## config.mk

```make
export PLATFORM = sky130hd
export DESIGN_NAME = sw_debouncer_flat
export DESIGN_NICKNAME = d
export VERILOG_FILES = /design/src/rtl/sw_pkg.sv /design/src/rtl/sw_debouncer_if.sv /design/src/rtl/sw_debounce_ch.sv /design/src/rtl/sw_debouncer.sv /design/src/flat_wrapper.sv
export SDC_FILE = /design/constraint.sdc
export NUM_CORES = 1
export LEC_CHECK = 0
export BUFFER_PORTS_ARGS = -buffer_cell sky130_fd_sc_hd__buf_2
export CAP_MARGIN = 10
export CORE_MARGIN = 1.5
export CORE_UTILIZATION = 29
export DETAILED_ROUTE_END_ITERATION = 8
export PLACE_DENSITY = 0.4
export SLEW_MARGIN = 0
export SYNTH_ARGS = -nofsm -noshare
export SYNTH_HDL_FRONTEND = slang
export SYNTH_SLANG_ARGS = --single-unit
```

## constraint.sdc

```tcl
create_clock -name iSysClk -period 6.1 [get_ports iSysClk]
set_clock_uncertainty 0.15 [all_clocks]
set_input_delay 0.61 -clock iSysClk [delete_from_list [all_inputs] [get_ports iSysClk]]
set_output_delay 0.61 -clock iSysClk [all_outputs]
set_load 0.005 [all_outputs]
```

## src/rtl/sw_pkg.sv

```systemverilog
// rtl/sw_pkg.sv - shared types and defaults for the switch debouncer
package sw_pkg;

    localparam int unsigned NUM_SW              = 4;
    localparam int unsigned DEF_DEBOUNCE_CYCLES = 1000000;
    localparam int unsigned DEF_LONG_CYCLES     = 50000000;

    typedef enum logic [1:0] {
        ST_RELEASED    = 2'd0,
        ST_DEB_PRESS   = 2'd1,
        ST_PRESSED     = 2'd2,
        ST_DEB_RELEASE = 2'd3
    } sw_state_e;

    // One width serves both counters so neither can ever wrap.
    function automatic int unsigned cnt_width(input int unsigned a, input int unsigned b);
        int unsigned m;
        m = (a > b) ? a : b;
        return $clog2(m + 1);
    endfunction

endpackage

```

## src/rtl/sw_debouncer_if.sv

```systemverilog
// rtl/sw_debouncer_if.sv - raw switch pins in, debounced levels and events out
interface sw_debouncer_if;
    import sw_pkg::*;

    logic [NUM_SW-1:0] iUserDipSw;
    logic [NUM_SW-1:0] iUserPushSw;
    logic [NUM_SW-1:0] oUserDipSw;
    logic [NUM_SW-1:0] oUserPushSw;
    logic [NUM_SW-1:0] oPushRise;
    logic [NUM_SW-1:0] oPushFall;
    logic [NUM_SW-1:0] oPushLong;

    modport master (
        output iUserDipSw, iUserPushSw,
        input  oUserDipSw, oUserPushSw, oPushRise, oPushFall, oPushLong
    );

    modport slave (
        input  iUserDipSw, iUserPushSw,
        output oUserDipSw, oUserPushSw, oPushRise, oPushFall, oPushLong
    );

endinterface

```

## src/rtl/sw_debounce_ch.sv

```systemverilog
// rtl/sw_debounce_ch.sv - one switch channel: synchronizer, debounce FSM, press events
module sw_debounce_ch
    import sw_pkg::*;
#(
    parameter int unsigned DEBOUNCE_CYCLES = DEF_DEBOUNCE_CYCLES,
    parameter int unsigned LONG_CYCLES     = DEF_LONG_CYCLES,
    parameter bit          INVERT          = 1'b0,
    parameter bit          EN_EVENTS       = 1'b1
) (
    input  logic clk,
    input  logic rst_n,
    input  logic pin,
    output logic level,
    output logic rise,
    output logic fall,
    output logic long_pulse
);
    localparam int unsigned   CW      = cnt_width(DEBOUNCE_CYCLES, LONG_CYCLES);
    localparam logic [CW-1:0] DEB_MAX = CW'(DEBOUNCE_CYCLES);

    logic [1:0]    sync_q;
    logic          sample;
    sw_state_e     state;
    logic [CW-1:0] deb_cnt;
    logic          deb_done;
    logic          press_evt;
    logic          release_evt;

    // Flops come out of reset at the idle pin level so reset never fakes a press.
    always_ff @(posedge clk or negedge rst_n) begin
        if (!rst_n) sync_q <= {2{INVERT}};
        else        sync_q <= {sync_q[0], pin};
    end

    assign sample      = sync_q[1] ^ INVERT;
    assign deb_done    = (deb_cnt + CW'(1)) == DEB_MAX;
    assign press_evt   = sample && deb_done && (state == ST_RELEASED || state == ST_DEB_PRESS);
    assign release_evt = !sample && deb_done && (state == ST_PRESSED || state == ST_DEB_RELEASE);

    always_ff @(posedge clk or negedge rst_n) begin
        if (!rst_n) begin
            state   <= ST_RELEASED;
            deb_cnt <= '0;
            level   <= 1'b0;
        end else begin
            unique case (state)
                ST_RELEASED, ST_DEB_PRESS: begin
                    if (press_evt) begin
                        state   <= ST_PRESSED;
                        deb_cnt <= '0;
                        level   <= 1'b1;
                    end else if (sample) begin
                        state   <= ST_DEB_PRESS;
                        deb_cnt <= deb_cnt + CW'(1);
                    end else begin
                        state   <= ST_RELEASED;
                        deb_cnt <= '0;
                    end
                end
                ST_PRESSED, ST_DEB_RELEASE: begin
                    if (release_evt) begin
                        state   <= ST_RELEASED;
                        deb_cnt <= '0;
                        level   <= 1'b0;
                    end else if (!sample) begin
                        state   <= ST_DEB_RELEASE;
                        deb_cnt <= deb_cnt + CW'(1);
                    end else begin
                        state   <= ST_PRESSED;
                        deb_cnt <= '0;
                    end
                end
                default: begin
                    state   <= ST_RELEASED;
                    deb_cnt <= '0;
                end
            endcase
        end
    end

    if (EN_EVENTS) begin : g_events
        localparam logic [CW-1:0] LONG_MAX = CW'(LONG_CYCLES);
        logic [CW-1:0] long_cnt;
        logic          long_active;

        // Keeps counting through release bounces; saturates so the pulse fires once per press.
        assign long_active = (state == ST_PRESSED) || (state == ST_DEB_RELEASE);

        always_ff @(posedge clk or negedge rst_n) begin
            if (!rst_n) begin
                rise       <= 1'b0;
                fall       <= 1'b0;
                long_pulse <= 1'b0;
                long_cnt   <= '0;
            end else begin
                rise       <= press_evt;
                fall       <= release_evt;
                long_pulse <= 1'b0;
                if (press_evt) begin
                    long_cnt <= '0;
                end else if (long_active && long_cnt < LONG_MAX) begin
                    long_cnt   <= long_cnt + CW'(1);
                    long_pulse <= (long_cnt + CW'(1)) == LONG_MAX;
                end
            end
        end
    end else begin : g_no_events
        assign rise       = 1'b0;
        assign fall       = 1'b0;
        assign long_pulse = 1'b0;
    end

endmodule

```

## src/rtl/sw_debouncer.sv

```systemverilog
// rtl/sw_debouncer.sv - debounces four DIP and four push switches between pins and processor
module sw_debouncer
    import sw_pkg::*;
#(
    parameter int unsigned DEBOUNCE_CYCLES = DEF_DEBOUNCE_CYCLES,
    parameter int unsigned LONG_CYCLES     = DEF_LONG_CYCLES,
    parameter int unsigned PUSH_ACTIVE_LOW = 1
) (
    input  logic          iSysClk,
    input  logic          iSysRst,
    sw_debouncer_if.slave pins
);
    logic [NUM_SW-1:0] push_level, push_rise, push_fall, push_long;
    logic [NUM_SW-1:0] dip_level;
    logic [NUM_SW-1:0] dip_rise_unused, dip_fall_unused, dip_long_unused;

    for (genvar i = 0; i < NUM_SW; i++) begin : g_ch
        sw_debounce_ch #(
            .DEBOUNCE_CYCLES (DEBOUNCE_CYCLES),
            .LONG_CYCLES     (LONG_CYCLES),
            .INVERT          (PUSH_ACTIVE_LOW != 0),
            .EN_EVENTS       (1'b1)
        ) u_push (
            .clk        (iSysClk),
            .rst_n      (iSysRst),
            .pin        (pins.iUserPushSw[i]),
            .level      (push_level[i]),
            .rise       (push_rise[i]),
            .fall       (push_fall[i]),
            .long_pulse (push_long[i])
        );

        sw_debounce_ch #(
            .DEBOUNCE_CYCLES (DEBOUNCE_CYCLES),
            .LONG_CYCLES     (LONG_CYCLES),
            .INVERT          (1'b0),
            .EN_EVENTS       (1'b0)
        ) u_dip (
            .clk        (iSysClk),
            .rst_n      (iSysRst),
            .pin        (pins.iUserDipSw[i]),
            .level      (dip_level[i]),
            .rise       (dip_rise_unused[i]),
            .fall       (dip_fall_unused[i]),
            .long_pulse (dip_long_unused[i])
        );
    end

    assign pins.oUserDipSw  = dip_level;
    assign pins.oUserPushSw = push_level;
    assign pins.oPushRise   = push_rise;
    assign pins.oPushFall   = push_fall;
    assign pins.oPushLong   = push_long;

endmodule

```

## src/flat_wrapper.sv

```systemverilog
// flat-port wrapper written by rule: the top's interface ports become plain ports
module sw_debouncer_flat import sw_pkg::*;
#(
    parameter int unsigned DEBOUNCE_CYCLES = DEF_DEBOUNCE_CYCLES,
    parameter int unsigned LONG_CYCLES     = DEF_LONG_CYCLES,
    parameter int unsigned PUSH_ACTIVE_LOW = 1
)
  (iSysClk, iSysRst, pins_iUserDipSw, pins_iUserPushSw, pins_oUserDipSw, pins_oUserPushSw, pins_oPushRise, pins_oPushFall, pins_oPushLong);
  sw_debouncer_if pins_i ();
  input  logic iSysClk;
  input  logic iSysRst;
  input wire logic [$bits(pins_i.iUserDipSw)-1:0] pins_iUserDipSw;
  input wire logic [$bits(pins_i.iUserPushSw)-1:0] pins_iUserPushSw;
  output wire logic [$bits(pins_i.oUserDipSw)-1:0] pins_oUserDipSw;
  output wire logic [$bits(pins_i.oUserPushSw)-1:0] pins_oUserPushSw;
  output wire logic [$bits(pins_i.oPushRise)-1:0] pins_oPushRise;
  output wire logic [$bits(pins_i.oPushFall)-1:0] pins_oPushFall;
  output wire logic [$bits(pins_i.oPushLong)-1:0] pins_oPushLong;
  assign pins_i.iUserDipSw = pins_iUserDipSw;
  assign pins_i.iUserPushSw = pins_iUserPushSw;
  assign pins_oUserDipSw = pins_i.oUserDipSw;
  assign pins_oUserPushSw = pins_i.oUserPushSw;
  assign pins_oPushRise = pins_i.oPushRise;
  assign pins_oPushFall = pins_i.oPushFall;
  assign pins_oPushLong = pins_i.oPushLong;
  sw_debouncer #(.DEBOUNCE_CYCLES(DEBOUNCE_CYCLES), .LONG_CYCLES(LONG_CYCLES), .PUSH_ACTIVE_LOW(PUSH_ACTIVE_LOW)) u_core (.iSysClk(iSysClk), .iSysRst(iSysRst), .pins(pins_i));
endmodule
```

**Yosys cells after proc, flatten, opt, wreduce, memory -nomap -nowiden**

Cells that the tools add are included.

- Output and inout port bits: 20
- Logic and storage cells: 332
- Flip-flop bits (word level): 364

- Eq/ne operators: 52
- Bitwise logic cells: 4
- Reductions and logical operators: 92
- $add $sub $neg: 12
- Magnitude comparators: 4
- Multiplexer cells: 120

Operators with widths:

| kind | count |
|---|---|
| $mux W26 | 40 |
| $pmux W26 S2 | 8 |
| $add A26 B1 Y26 const B | 12 |
| $eq A26 B20 Y1 const B | 8 |
| $eq A26 B26 Y1 const B | 4 |
| $lt A26 B26 Y1 const B | 4 |
| $mux W1 | 40 |
| $logic_and A1 B1 Y1 | 36 |
| $eq A2 B2 Y1 const B | 16 |
| $mux W2 | 16 |
| $ne A2 B2 Y1 const B | 16 |
| $pmux W2 S2 | 8 |
| $reduce_or A2 Y1 | 16 |
| $eq A2 B1 Y1 const B | 8 |
| $logic_not A2 Y1 | 8 |
| $logic_or A1 B1 Y1 | 16 |
| $pmux W1 S2 | 8 |
| $reduce_and A2 Y1 | 8 |
| $reduce_bool A2 Y1 | 4 |
| $logic_not A1 Y1 | 4 |
| $not A1 Y1 | 4 |

**Logic depth before layout (Yosys ltp)**

- Word-level depth: 6
- Gate-level depth with buffers: 11
- Depth with buffers taken out: 9

**Cells and area by module**

From an unflattened synthesis, not the netlist that was laid out.

- Cells, all modules: 2450
- Area total of the unflattened synthesis: 22160.0 µm²

By module, submodules not included:

| module | times used | cells each | sequential area each (µm²) | area an instance (µm²) |
|---|---|---|---|---|
| sw_debounce_ch at u_core.g_ch[0].u_push ... | 3 | 403 | 1478.9 | 3691.0 |
| sw_debounce_ch at u_core.g_ch[0].u_dip ... | 4 | 211 | 750.7 | 1888.1 |
| sw_debounce_ch at u_core.g_ch[3].u_push | 1 | 397 | 1478.9 | 3534.6 |

**Worst setup path before layout**

No wires, ideal clock.

- Path kind: reg-to-reg
- Start: register u_core.g_ch[2].u_dip.deb_cnt[5]
- End: register u_core.g_ch[2].u_dip.deb_cnt[17]
- Data arrival time: 2.975 ns
- Cell stages (with the launch flop): 11
- Period minus slack after synthesis: 3.246 ns
- Setup slack: 2.854 ns
- Path buffers: 3
- Library setup time: 0.121 ns
- Cells stage by stage: dfrtp_1 buf_2 nand4_1 clkbuf_1 or4_1 or4_1 mux2i_1 or4_1 o21ai_1 buf_2 nor2_1

- Longest elaborated chain between the ends: 6
- Elaborated cells on any way between the ends: 11

RTL lines:

| what | RTL line | text |
|---|---|---|
| start: declaration | sw_debounce_ch.sv:24 | `logic [CW-1:0] deb_cnt;` |
| start signal: assignment | sw_debounce_ch.sv:54 | `deb_cnt <= deb_cnt + CW'(1);` |
| start signal: assignment | sw_debounce_ch.sv:67 | `deb_cnt <= deb_cnt + CW'(1);` |
| $add A26 B1 Y26 * | sw_debounce_ch.sv:36, sw_debounce_ch.sv:54, sw_debounce_ch.sv:67 |  |
| $eq A26 B20 Y1 | sw_debounce_ch.sv:36 | `assign deb_done = (deb_cnt + CW'(1)) == DEB_MAX;` |
| $logic_and A1 B1 Y1, on equally long branches (2 in a row) | sw_debounce_ch.sv:38, sw_debounce_ch.sv:37 |  |
| $mux W26, on equally long branches | sw_debounce_ch.sv:61, sw_debounce_ch.sv:48 |  |
| $pmux W26 S2 * | sw_debounce_ch.sv:46 | `unique case (state)` |

Mark *: on every way between the ends. The rest lies on a longest branch, timed or not.
A chain may end at the register's enable or synchronous reset.

**Final worst setup path**

- Start: register u_core.g_ch[2].u_dip.deb_cnt[4]
- End: register u_core.g_ch[2].u_dip.deb_cnt[1]

- Longest elaborated chain between the ends: 6
- Elaborated cells on any way between the ends: 9

RTL lines:

| what | RTL line |
|---|---|
| $add A26 B1 Y26 * | sw_debounce_ch.sv:36 |
| $eq A26 B20 Y1 * | sw_debounce_ch.sv:36 |
| $logic_and A1 B1 Y1, on equally long branches (2 in a row) | sw_debounce_ch.sv:38, sw_debounce_ch.sv:37 |
| $mux W26, on equally long branches | sw_debounce_ch.sv:61, sw_debounce_ch.sv:48 |
| $pmux W26 S2 * | sw_debounce_ch.sv:46 |

Marks and branches as above.

==> metrics <==
first-pass GRT wire length=about 83000 µm; dominant combinational cell family by area after synthesis=simple AND/OR/NAND/NOR gates; Synth Net Count=about 2400; top cell type's share of synthesized area=around 42%; Synth Cell Area=0.02098 mm²; Core ar.=0.07161 mm²; Post-synth top flop=dfrtp_1; CTS Buf Count=48; worst-path fanout max=16; cts hold-fix bufs=9; min-delay src=u_core.g_ch[3].u_dip.sync_q[0]; Post-route DRC=0; GPL Wtd Cong=about 0.76; mux cell area share after synthesis=approximately 1.2%; post-DP HPWL=31280 µm; pre-CTS WS=1.976 ns; Total Routing Usage GR=approximately an eighth; routed wire length=roughly 48000 µm; grt ovf=0; Finished Layout Cells=between 3000 and 4000; Max Cap Viol=0; Worst setup EP type=register; final hold slack=roughly 0.20 ns; Cell Pwr Density=226.8 mW/mm²; Layout fillers=around 7400; First-pass DRT Iterations=5; unrepaired setup endpoints after global routing=no; hold crit path type=register to register; TritonCTS clock tree=built; register area=between 0.008 and 0.009 mm²; #FFs+latches synth=roughly 360; fin. max-slew vios=0; io pins=30; H-tree levels=2; clk buf depth=3; RR Endpoint=u_core.g_ch[2].u_dip.deb_cnt[1]; Final #Nets=about 2300; initial antenna violation count=0; Die ar.=0.07397 mm²; Syn Inst Count=between 2000 and 2500; footprint of the multi-input gates=about 0.011 mm²; R2R depth=9; f_max=244.8 MHz; final period utilization=between 60% and 70%; Synth Area per Inst=9.032 µm²; n_diodes=0; # rows=between 90 and 100; Gates resized, CTS repair=0; DR vias=16080; count of cell types in the netlist=96; Starting Density=about 29%; Synth-to-Final Area Change=11.29%; worst-skew pair later-pin latency=about 0.58 ns; Worst Hold Depth=0; initial DRC count=about 820; placed cells=approximately 3200; share of cells above drive strength 1=just under 8%; register area share after synthesis=around 43%; die width=between 200 and 300 µm; main area contributors after synthesis=dfrtp_1, xnor2_1, nor2_1; commonest non-fill, non-tap cell in the layout=nor2_1; Post-Synth Simple-Gate Area=29.24%; via/cell ratio=4.929; Root Buffer=clkbuf_16; WP data arrival=4.41 ns; Yosys top cell by area=dfrtp_1; commonest non-fill, non-tap cells in the layout=nor2_1, dfrtp_1, xnor2_1; Setup TNS=0 ns; static leakage=0.009378 µW; Hold EP=u_core.g_ch[3].u_dip.sync_q[1]; yosys warns=0; Reg-to-Reg Start=u_core.g_ch[2].u_dip.deb_cnt[4]; status=finished, final reports clean; port bufs=29; DR WL/cell=14.70 µm; vias in the first global route=16090; area fraction in compound gates after synthesis=7.746%; Worst-path clk slew=0.06 ns; Period minus WS final=4.084 ns; Post-CTS Setup Bufs=0; Clock Sink Count=356; Post-synth ARST share=100.0%; largest net degree at the start of global routing=142; Req. time, crit path=6.42 ns; CP Launch Type=register; Adder-Cell Fraction of Synth Area=about 1.4%; PnR worst setup slack=2.016 ns; number of synthesized flops with an enable pin=0; Slew Limit Headroom=between 20% and 30%; Routed Antenna Nets=0; Tightest Pin Transition=~1.2 ns; Die H=roughly 270 µm; Post-Synth XOR/XNOR Area=approximately 14%; Setup-failing EPs final=0; worst ir drop on vdd=approximately 0.22 mV; Worst R2R Setup Slack=about 2.0 ns; final hold viol count=0; CP Class=register to register
-- sequential cells by signal (all words and copies together) (netlist names) --
signal                                count
u_core.g_ch.u_push.rise                   4
u_core.g_ch.u_push.fall                   4
u_core.g_ch.u_dip.deb_cnt               104
u_core.g_ch.u_push.long_pulse             4
u_core.g_ch.u_push.state                  4
u_core.g_ch.u_dip.level                   4
u_core.g_ch.u_dip.sync_q                  8
u_core.g_ch.u_push.g_events.long_cnt    104
u_core.g_ch.u_push.level                  4
u_core.g_ch.u_push.deb_cnt              104
u_core.g_ch.u_push.sync_q                 8
u_core.g_ch.u_dip.state                   4
-- how the worst max path moves through the flow --
| stage | from | end | cells after the start |
|---|---|---|---|
| 2_1_floorplan | u_core.g_ch[2].u_dip.deb_cnt[5] | u_core.g_ch[2].u_dip.deb_cnt[17] | 10 |
| 3_3_place_gp | u_core.g_ch[2].u_dip.deb_cnt[4] | u_core.g_ch[2].u_dip.deb_cnt[1] | 9 |
| 3_5_place_dp | u_core.g_ch[2].u_dip.deb_cnt[4] | u_core.g_ch[2].u_dip.deb_cnt[9] | 9 |
| 4_1_cts | u_core.g_ch[2].u_dip.deb_cnt[4] | u_core.g_ch[2].u_dip.deb_cnt[9] | 9 |
| 5_1_grt | u_core.g_ch[2].u_dip.deb_cnt[4] | u_core.g_ch[2].u_dip.deb_cnt[9] | 9 |
| 6_report | u_core.g_ch[2].u_dip.deb_cnt[4] | u_core.g_ch[2].u_dip.deb_cnt[1] | 9 |
-- worst max-delay path: stages, from the launching register on --
cell and delay [ns]:
dfrtp_1 0.48, nand4_1 0.41, or4_1 0.58, or4_1 0.54
mux2i_1 0.18, or4_1 0.53, o21ai_1 0.51, buf_4 0.34
inv_1 0.09, and2_1 0.16
-- synthesized netlist by cell type (all sizes together) (10+ instances only) --
| library cell | count |
|---|---|
| nor3 | 80 |
| nor4b | 10 |
| nand2 | 137 |
| ha | 24 |
| nand3b | 12 |
| buf | 72 |
| nand3 | 138 |
| o21ai | 45 |
| inv | 44 |
| xnor2 | 181 |
| nor4 | 62 |
| or3 | 25 |
| a31oi | 23 |
| nand4 | 113 |
| nor2b | 10 |
| o21a | 11 |
| xor2 | 143 |
| nor3b | 11 |
| or4 | 15 |
| and2 | 28 |
| nand2b | 12 |
| a21oi | 29 |
| dfrtp | 348 |
| mux2i | 14 |
| and3 | 60 |
| a211oi | 14 |
| and4 | 38 |
| clkbuf | 78 |
| nor2 | 390 |
-- cell type report --
| type | count | share of cell area [%] |
|---|---|---|
| tap | 950 | 5.090 |
| clock buffer | 73 | 6.157 |
| clock inverter | 15 | 0.5090 |
| sequential | 356 | 38.19 |
| multi-input combinational | 1773 | 47.74 |
| timing repair buffer | 51 | 1.607 |
| inverter | 44 | 0.7073 |
-- cell families after synthesis --
| logic type | Yosys count |
|---|---|
| and+or+nand+nor | 1174 |
| DFF | 356 |
| adders and majority gates | 24 |
| xor gates and xnor gates | 324 |
| buffers and inverters | 194 |
| AOI/OAI and AO/OA | 228 |
| muxes | 23 |
-- metal layers --
| layer | GRT usage [%] | routed length [µm] | up-vias |
|---|---|---|---|
| li1 | - | - | 8088 |
| met1 | 18.23 | 23560 | 7786 |
| met2 | 21.33 | 21870 | 141 |
| met3 | 2.169 | 1486 | 63 |
| met4 | 4.006 | 1029 | 0 |
| met5 | 0 | 0 | - |
-- per-stage QoR --
| stage | total power, µW | util, % | instance area (µm²) |
|---|---|---|---|
| floorplan | 2502 | - | 20980 |
| global placement | 2577 | 30.29 | 21690 |
| detailed placement | 2579 | 30.29 | 21690 |
| CTS | 5449 | 32.59 | 23340 |
| global route | 5561 | 32.61 | 23350 |
| finish | 5297 | 32.61 | 23350 |
-- power breakdown --
part	leakage, µW	internal, µW	switching [µW]	total [µW]
clock	0.000764	1660	1100	2760
sequential	0.00491	2380	24.7	2410
combinational	0.00370	34.9	91.2	126
total	0.00938	4080	1220	5300
Note: power is estimated with default switching activity, not from simulation.
